--- src/rtl/decode_unit.sv ---
// decode_unit: RV32I decode stage with register file, early branch/jump
// resolution and a registered valid/ready output stage toward EXE.
//
// Parameters: XLEN (datapath width), NUM_REGS (16 or 32),
//             SP_INIT / GP_INIT (reset values of x2 / x3).
// Ports:
//   clk, rst                        clock, synchronous active-high reset
//   in_valid/in_ready/in_instr      instruction handshake from fetch
//   in_pc, in_pc_inc                PC of the instruction and PC+4
//   flush_exe                       squash the instruction presented this cycle
//   fwd_rs1, fwd_rs2, exe_alu_result  EXE forwarding for branch operands
//   wb_wr_en, wb_rd, wb_data        register write-back
//   pc_src, branch_target           combinational fetch redirect
//   rs1_d, rs2_d                    source indices for the hazard unit
//   out_valid/out_ready             handshake toward EXE
//   out_rs1..out_ctrl               registered payload
// Configuration macro: DECODE_WB_BYPASS_EN (write-through read bypass).

module decode_unit #(
   parameter int unsigned     XLEN     = 32,
   parameter int unsigned     NUM_REGS = 32,
   parameter logic [XLEN-1:0] SP_INIT  = XLEN'(32'h300),
   parameter logic [XLEN-1:0] GP_INIT  = XLEN'(32'h300)
) (
   input  logic            clk,
   input  logic            rst,
   input  logic            in_valid,
   output logic            in_ready,
   input  logic [31:0]     in_instr,
   input  logic [XLEN-1:0] in_pc,
   input  logic [XLEN-1:0] in_pc_inc,
   input  logic            flush_exe,
   input  logic            fwd_rs1,
   input  logic            fwd_rs2,
   input  logic [XLEN-1:0] exe_alu_result,
   input  logic            wb_wr_en,
   input  logic [4:0]      wb_rd,
   input  logic [XLEN-1:0] wb_data,
   output logic            pc_src,
   output logic [XLEN-1:0] branch_target,
   output logic [4:0]      rs1_d,
   output logic [4:0]      rs2_d,
   output logic            out_valid,
   input  logic            out_ready,
   output logic [XLEN-1:0] out_rs1,
   output logic [XLEN-1:0] out_rs2,
   output logic [XLEN-1:0] out_imm,
   output logic [XLEN-1:0] out_pc,
   output logic [XLEN-1:0] out_pc_inc,
   output logic [4:0]      out_a1,
   output logic [4:0]      out_a2,
   output logic [4:0]      out_rd,
   output logic [11:0]     out_ctrl
);

   localparam int unsigned AW = (NUM_REGS > 1) ? $clog2(NUM_REGS) : 1;

   localparam logic [6:0] OP_R      = 7'b0110011;
   localparam logic [6:0] OP_IMM    = 7'b0010011;
   localparam logic [6:0] OP_LOAD   = 7'b0000011;
   localparam logic [6:0] OP_STORE  = 7'b0100011;
   localparam logic [6:0] OP_BRANCH = 7'b1100011;
   localparam logic [6:0] OP_JAL    = 7'b1101111;
   localparam logic [6:0] OP_JALR   = 7'b1100111;
   localparam logic [6:0] OP_LUI    = 7'b0110111;
   localparam logic [6:0] OP_AUIPC  = 7'b0010111;

   localparam logic [2:0] IMM_I  = 3'd0;
   localparam logic [2:0] IMM_S  = 3'd1;
   localparam logic [2:0] IMM_B  = 3'd2;
   localparam logic [2:0] IMM_J  = 3'd3;
   localparam logic [2:0] IMM_U  = 3'd4;
   localparam logic [2:0] IMM_SH = 3'd5;

   // ALU codes beyond {funct7[5], funct3}: pass immediate, PC + immediate
   localparam logic [3:0] ALU_ADD   = 4'b0000;
   localparam logic [3:0] ALU_SUB   = 4'b1000;
   localparam logic [3:0] ALU_PASSB = 4'b1010;
   localparam logic [3:0] ALU_PCIMM = 4'b1011;

   // Instruction fields
   logic [6:0] opcode;
   logic [2:0] funct3;
   logic [6:0] funct7;
   logic [4:0] rs1_idx;
   logic [4:0] rs2_idx;
   logic [4:0] rd_idx;

   assign opcode  = in_instr[6:0];
   assign rd_idx  = in_instr[11:7];
   assign funct3  = in_instr[14:12];
   assign rs1_idx = in_instr[19:15];
   assign rs2_idx = in_instr[24:20];
   assign funct7  = in_instr[31:25];
   assign rs1_d   = rs1_idx;
   assign rs2_d   = rs2_idx;

   // Control decoder
   logic       reg_write;
   logic [1:0] result_src;
   logic       mem_store;
   logic       mem_load;
   logic [3:0] alu_control;
   logic       alu_src;
   logic       branch;
   logic       jal;
   logic       jalr;
   logic [2:0] imm_src;
   logic       op_illegal;
   logic       use_rs1;
   logic       use_rs2;
   logic       use_rd;

   always_comb begin
      reg_write   = 1'b0;
      result_src  = 2'b00;
      mem_store   = 1'b0;
      mem_load    = 1'b0;
      alu_control = ALU_ADD;
      alu_src     = 1'b0;
      branch      = 1'b0;
      jal         = 1'b0;
      jalr        = 1'b0;
      imm_src     = IMM_I;
      op_illegal  = 1'b0;
      use_rs1     = 1'b0;
      use_rs2     = 1'b0;
      use_rd      = 1'b0;
      case (opcode)
         OP_R: begin
            reg_write   = 1'b1;
            alu_control = {funct7[5], funct3};
            use_rs1     = 1'b1;
            use_rs2     = 1'b1;
            use_rd      = 1'b1;
            op_illegal  = !((funct7 == 7'b0000000) ||
                            ((funct7 == 7'b0100000) &&
                             ((funct3 == 3'b000) || (funct3 == 3'b101))));
         end
         OP_IMM: begin
            reg_write = 1'b1;
            alu_src   = 1'b1;
            use_rs1   = 1'b1;
            use_rd    = 1'b1;
            if (funct3 == 3'b001) begin
               imm_src     = IMM_SH;
               alu_control = {1'b0, funct3};
               op_illegal  = (funct7 != 7'b0000000);
            end else if (funct3 == 3'b101) begin
               imm_src     = IMM_SH;
               alu_control = {funct7[5], funct3};
               op_illegal  = !((funct7 == 7'b0000000) || (funct7 == 7'b0100000));
            end else begin
               alu_control = {1'b0, funct3};
            end
         end
         OP_LOAD: begin
            reg_write  = 1'b1;
            result_src = 2'b01;
            mem_load   = 1'b1;
            alu_src    = 1'b1;
            use_rs1    = 1'b1;
            use_rd     = 1'b1;
            op_illegal = (funct3 == 3'b011) || (funct3 == 3'b110) || (funct3 == 3'b111);
         end
         OP_STORE: begin
            mem_store  = 1'b1;
            alu_src    = 1'b1;
            imm_src    = IMM_S;
            use_rs1    = 1'b1;
            use_rs2    = 1'b1;
            op_illegal = (funct3[2] == 1'b1) || (funct3 == 3'b011);
         end
         OP_BRANCH: begin
            branch      = 1'b1;
            imm_src     = IMM_B;
            alu_control = ALU_SUB;
            use_rs1     = 1'b1;
            use_rs2     = 1'b1;
            op_illegal  = (funct3 == 3'b010) || (funct3 == 3'b011);
         end
         OP_JAL: begin
            reg_write  = 1'b1;
            result_src = 2'b10;
            jal        = 1'b1;
            imm_src    = IMM_J;
            use_rd     = 1'b1;
         end
         OP_JALR: begin
            reg_write  = 1'b1;
            result_src = 2'b10;
            jalr       = 1'b1;
            alu_src    = 1'b1;
            use_rs1    = 1'b1;
            use_rd     = 1'b1;
            op_illegal = (funct3 != 3'b000);
         end
         OP_LUI: begin
            reg_write   = 1'b1;
            alu_src     = 1'b1;
            alu_control = ALU_PASSB;
            imm_src     = IMM_U;
            use_rd      = 1'b1;
         end
         OP_AUIPC: begin
            reg_write   = 1'b1;
            alu_src     = 1'b1;
            alu_control = ALU_PCIMM;
            imm_src     = IMM_U;
            use_rd      = 1'b1;
         end
         default: op_illegal = 1'b1;
      endcase
   end

   // Immediate generation: built at 32 bits, then extended to XLEN
   logic [31:0]     imm32;
   logic [XLEN-1:0] imm;

   always_comb begin
      imm32 = 32'd0;
      case (imm_src)
         IMM_I:  imm32 = {{20{in_instr[31]}}, in_instr[31:20]};
         IMM_S:  imm32 = {{20{in_instr[31]}}, in_instr[31:25], in_instr[11:7]};
         IMM_B:  imm32 = {{19{in_instr[31]}}, in_instr[31], in_instr[7],
                          in_instr[30:25], in_instr[11:8], 1'b0};
         IMM_J:  imm32 = {{11{in_instr[31]}}, in_instr[31], in_instr[19:12],
                          in_instr[20], in_instr[30:21], 1'b0};
         IMM_U:  imm32 = {in_instr[31:12], 12'd0};
         IMM_SH: imm32 = {27'd0, in_instr[24:20]};
         default: imm32 = 32'd0;
      endcase
   end

   assign imm = (imm_src == IMM_SH) ? XLEN'(imm32) : XLEN'($signed(imm32));

   // Register file
   logic [XLEN-1:0] regs [NUM_REGS];
   logic            rs1_in_range;
   logic            rs2_in_range;
   logic            rd_in_range;
   logic            wb_hit;
   logic [XLEN-1:0] rs1_val;
   logic [XLEN-1:0] rs2_val;

   assign rs1_in_range = ({1'b0, rs1_idx} < 6'(NUM_REGS));
   assign rs2_in_range = ({1'b0, rs2_idx} < 6'(NUM_REGS));
   assign rd_in_range  = ({1'b0, rd_idx}  < 6'(NUM_REGS));
   assign wb_hit       = wb_wr_en && (wb_rd != 5'd0) && ({1'b0, wb_rd} < 6'(NUM_REGS));

   // Reset reloads the whole array; x0 is never written so it stays 0
   always_ff @(posedge clk) begin
      if (rst) begin
         for (int unsigned i = 0; i < NUM_REGS; i++) begin
            regs[AW'(i)] <= (i == 2) ? SP_INIT : ((i == 3) ? GP_INIT : '0);
         end
      end else if (wb_hit) begin
         regs[AW'(wb_rd)] <= wb_data;
      end
   end

   // Source reads: x0 and out-of-range indices return 0
   always_comb begin
      rs1_val = '0;
      if ((rs1_idx != 5'd0) && rs1_in_range) begin
         rs1_val = regs[AW'(rs1_idx)];
`ifdef DECODE_WB_BYPASS_EN
         if (wb_hit && (wb_rd == rs1_idx)) rs1_val = wb_data;
`endif
      end
   end

   always_comb begin
      rs2_val = '0;
      if ((rs2_idx != 5'd0) && rs2_in_range) begin
         rs2_val = regs[AW'(rs2_idx)];
`ifdef DECODE_WB_BYPASS_EN
         if (wb_hit && (wb_rd == rs2_idx)) rs2_val = wb_data;
`endif
      end
   end

   logic illegal;
   assign illegal = op_illegal ||
                    (use_rs1 && !rs1_in_range) ||
                    (use_rs2 && !rs2_in_range) ||
                    (use_rd  && !rd_in_range);

   // Early branch / jump resolution
   logic [XLEN-1:0] op_a;
   logic [XLEN-1:0] op_b;
   logic            br_taken;
   logic [XLEN-1:0] target_sum;
   logic            accept;

   assign op_a = fwd_rs1 ? exe_alu_result : rs1_val;
   assign op_b = fwd_rs2 ? exe_alu_result : rs2_val;

   always_comb begin
      br_taken = 1'b0;
      case (funct3)
         3'b000:  br_taken = (op_a == op_b);
         3'b001:  br_taken = (op_a != op_b);
         3'b100:  br_taken = ($signed(op_a) <  $signed(op_b));
         3'b101:  br_taken = ($signed(op_a) >= $signed(op_b));
         3'b110:  br_taken = (op_a <  op_b);
         3'b111:  br_taken = (op_a >= op_b);
         default: br_taken = 1'b0;
      endcase
   end

   // Reset holds the input side open while dropping everything presented
   assign in_ready      = rst || !out_valid || out_ready || flush_exe;
   assign accept        = in_valid && in_ready && !flush_exe && !rst;
   assign pc_src        = accept && (jal || jalr || (branch && br_taken));
   assign target_sum    = (jalr ? op_a : in_pc) + imm;
   assign branch_target = target_sum & ~(XLEN'(1));

   // Output stage: flush beats acceptance, acceptance beats drain
   always_ff @(posedge clk) begin
      if (rst) begin
         out_valid  <= 1'b0;
         out_rs1    <= '0;
         out_rs2    <= '0;
         out_imm    <= '0;
         out_pc     <= '0;
         out_pc_inc <= '0;
         out_a1     <= 5'd0;
         out_a2     <= 5'd0;
         out_rd     <= 5'd0;
         out_ctrl   <= 12'd0;
      end else if (flush_exe) begin
         out_valid <= 1'b0;
      end else if (accept) begin
         out_valid  <= 1'b1;
         out_rs1    <= rs1_val;
         out_rs2    <= rs2_val;
         out_imm    <= imm;
         out_pc     <= in_pc;
         out_pc_inc <= in_pc_inc;
         out_a1     <= rs1_idx;
         out_a2     <= rs2_idx;
         out_rd     <= rd_idx;
         out_ctrl   <= {reg_write, result_src, mem_store, mem_load,
                        alu_control, alu_src, illegal, 1'b0};
      end else if (out_ready) begin
         out_valid <= 1'b0;
      end
   end

endmodule

--- config.mk ---
export PLATFORM = sky130hd
export DESIGN_NAME = decode_unit
export DESIGN_NICKNAME = d
export VERILOG_FILES = /design/src/rtl/decode_unit.sv
export SDC_FILE = /design/constraint.sdc
export NUM_CORES = 2
export LEC_CHECK = 0
export BUFFER_PORTS_ARGS = -buffer_cell sky130_fd_sc_hd__buf_2
export CAP_MARGIN = 10
export CORE_ASPECT_RATIO = 0.6
export CORE_UTILIZATION = 25
export DETAILED_ROUTE_END_ITERATION = 8
export PLACE_DENSITY = 0.5
export SYNTH_ARGS = -nofsm -noshare
export SYNTH_HDL_FRONTEND = slang
export SYNTH_SLANG_ARGS = --single-unit
--- constraint.sdc ---
create_clock -name clk -period 12.2 [get_ports clk]
set_input_delay 1.83 -clock clk [delete_from_list [all_inputs] [get_ports clk]]
set_output_delay 1.83 -clock clk [all_outputs]
set_load 0.01 [all_outputs]
==> flow_metrics.env <==
export IMPL_cts_buffers_inserted=111
export IMPL_path_max_fanout=77
export IMPL_ys_warn_count=0
export IMPL_clock_sinks=1210
export IMPL_post_synth_inst_count=4648
export IMPL_setup_worst_path_start_class="input pin"
export IMPL_layout_cells_most_common_list="1024 x edfxtp_1, 999 x and2_1, 637 x mux4_2"
export IMPL_cp_end_kind="output pin"
export IMPL_timing_slew_headroom=0.207
export IMPL_routed_wl_um=251000
export IMPL_mappedNetlistArea_mm2=0.0648
export IMPL_grt_pass1_vias=41400
export IMPL_ctsHoldBuffers=0
export IMPL_final_max_slew_viol_count=0
export IMPL_synth_seq_area_share=0.532
export IMPL_die_h_um=396
export IMPL_post_cts_setup_buffer_count=0
export IMPL_finalSetupTns_ps=0
export IMPL_wl_per_cell_um=30.0
export IMPL_port_buffers=402
export IMPL_cp_startpoint="in_instr[20]"
export IMPL_prevailing_post_synth_register_cell="edfxtp_1"
export IMPL_r2r_end="out_rs2[17]"
export IMPL_final_hold_violation_count=0
export IMPL_numPlacedInstances=8142
export IMPL_finalWorstSetupSlack_ps=2140
export IMPL_synth_top_cell_by_area="edfxtp_1"
export IMPL_critical_path_arrival_ps=8230
export IMPL_globalRouteOverflowTotal=0
export IMPL_number_of_buffers_on_the_longest_clock_path=3
export IMPL_ys_async_sr_fraction=0
export IMPL_setup_worst_path_class="in2out"
export IMPL_timing_final_crit_period_ps=10060
export IMPL_worst_ir_drop_vdd_mv=0.122
export IMPL_final_nets=5060
export IMPL_final_setup_skew_ps=30.1
export IMPL_timing_rr_start="out_valid"
export IMPL_tritoncts="yes"
export IMPL_netlist_top_cells_area="edfxtp_1 47%, mux4_2 22%, and2_1 9.6%"
export IMPL_grt_start_max_net_pins=103
export IMPL_wire_length_of_the_first_global_routing_pass_um=346000
export IMPL_place_ws_ps=2200
export IMPL_viasPerCell=5.18
export IMPL_first_iter_violations=6798
export IMPL_fraction_of_layout_cells_with_a_size_suffix_above_1=0.290
export IMPL_antenna_found_initial=67
export IMPL_power_per_cell_area_mw_per_mm2=135
export IMPL_floorplan_io_pins=405
export IMPL_ff2ff_path_depth=6
export IMPL_ff2ff_setup_slack_ps=9190
export IMPL_die_w_um=659
export IMPL_finalHoldWorstSlack_ps=454
export IMPL_endpoint="pc_src"
export IMPL_detail_route_first_pass_iterations=5
export IMPL_synth_ff_latch_count=1210
export IMPL_setup_violations=0
export IMPL_dieArea_mm2=0.261
export IMPL_clk_insertion_delay_late_ps=740
export IMPL_place_congestion=0.901
export IMPL_final_cell_count_no_fill=8372
export IMPL_htree_num_levels=3
export IMPL_antenna_left=0
export IMPL_area_delta_synth_final_pct=14.7
export IMPL_hold_class="reg2reg"
export IMPL_route_vias_total=43400
export IMPL_static_leakage_power_nw=25.9
export IMPL_placeableCoreArea_mm2=0.257
export IMPL_yosys_area_top_type_share=0.475
export IMPL_post_dp_hpwl_um=157000
export IMPL_outcome="finished clean"
export IMPL_post_route_drc_count=0
export IMPL_synth_edff_count=1024
export IMPL_worstPathRequired_ps=10370
export IMPL_synthesis_area_per_instance_um2=13.9
export IMPL_ys_types=75
export IMPL_grt_setup_unrepaired="false"
export IMPL_placement_rows=144
export IMPL_max_clock_freq_ghz=0.0994
export IMPL_worst_setup_hold_path_clk_slew_ps=70
export IMPL_grt_use_total=0.187
export IMPL_min_period_over_period=0.824
export IMPL_mostFrequentLayoutCell="edfxtp_1"
export IMPL_max_cap_violations=0
export IMPL_worst_pin_slew_ps=1190
export IMPL_cts_root_buffer="clkbuf_16"
export IMPL_postCtsResizedCells=0
export IMPL_initial_core_util=0.252
## cells in the mapped netlist (3+ instances only)
| library cell | count |
|---|---|
| edfxtp_1 | 1024 |
| or4_1 | 3 |
| clkbuf_1 | 329 |
| a21o_1 | 77 |
| o21bai_1 | 10 |
| o211ai_1 | 6 |
| and3_1 | 3 |
| o21a_1 | 4 |
| and2_1 | 999 |
| nor2b_1 | 11 |
| dfxtp_1 | 186 |
| buf_1 | 23 |
| xor2_1 | 11 |
| nand2_1 | 380 |
| o31ai_1 | 6 |
| nand3_1 | 17 |
| buf_2 | 97 |
| nand4_1 | 7 |
| mux2i_1 | 44 |
| mux2_2 | 30 |
| and4_1 | 3 |
| nor4_1 | 4 |
| o21ai_1 | 34 |
| or2_2 | 36 |
| inv_1 | 8 |
| nor3_1 | 44 |
| o21ai_0 | 21 |
| xnor2_1 | 22 |
| ha_1 | 62 |
| a22o_1 | 4 |
| a211oi_1 | 8 |
| a31oi_1 | 5 |
| nor2_1 | 134 |
| nand2b_1 | 6 |
| mux4_2 | 637 |
| buf_4 | 16 |
| nand3b_1 | 7 |
| or3_1 | 39 |
| a21oi_1 | 249 |
## flip-flops by register name, indices dropped and copies added, names as in the netlist, 10 cells and up
signal	flops
out_rs1	32
regs	1024
out_ctrl	10
out_pc_inc	32
out_rs2	32
out_pc	32
out_imm	32
## power breakdown
group	internal (mW)	switching [mW]
Sequential	4.69	0.112
Clock	2.07	1.72
Combinational	0.601	0.865
Total	7.37	2.69
## worst min path at each step
| stage | start | end | slack, ps | cells after the start |
|---|---|---|---|---|
| global placement | out_ctrl[3] | out_ctrl[3] | 440 | 2 |
| finish | out_pc_inc[24] | out_pc_inc[24] | 450 | 2 |
| floorplan | out_ctrl[3] | out_ctrl[3] | 480 | 2 |
| CTS | out_pc_inc[24] | out_pc_inc[24] | 450 | 2 |
| detailed placement | out_pc_inc[24] | out_pc_inc[24] | 440 | 2 |
| global route | out_pc_inc[7] | out_pc_inc[7] | 470 | 2 |
## stage by stage
step	utilization	power, mW	area, µm²
2_1_floorplan	-	5.75	64900
3_3_place_gp	0.274	6.33	70400
3_5_place_dp	0.274	6.34	70400
4_1_cts	0.289	10.1	74200
5_1_grt	0.289	10.3	74300
6_report	0.289	10.1	74300
## area by class of cell
type	instances	area, µm²
fill	25700	183000
clock inverter	61	679
tap	3431	4290
clock buffer	149	3120
sequential	1210	34500
multi-input combinational	2998	28800
antenna	20	50.0
timing repair buffer	495	2870
inverter	8	30.0
## layer usage
metal,up-vias,track usage,share of wire
li1,17800,-,-
met1,22700,0.278,0.43
met2,2550,0.283,0.45
met3,288,0.0363,0.097
met4,0,0.0391,0.019
met5,-,0,0
## kinds of logic (layout without fill, tap and decap cells)
| group | after synthesis | after routing | synth area share |
|---|---|---|---|
| xor+xnor | 33 | 33 | 0.00446 |
| simple gates | 1711 | 1711 | 0.146 |
| compound gates | 446 | 446 | 0.0414 |
| flops | 1210 | 1210 | 0.532 |
| buf+inv | 473 | 713 | 0.0302 |
| other cells | 1 | 54 | 0.0000579 |
| fa+ha+maj | 63 | 63 | 0.0123 |
| mux | 711 | 711 | 0.233 |
## worst max-delay path, cell delays in order
cell and delay (ps):
buf_8 400, buf_12 560, mux4_2 610, mux4_2 560, mux2i_1 550, nor3_1 110, a21oi_1 170, ha_1 200
nand4_1 340, nor3_1 740, buf_4 230, nand3_1 300, and3_1 330, o21ai_0 140, mux2i_1 90, a211oi_1 410
o21a_1 270, buf_2 170
(Power assumes the default switching activity.)
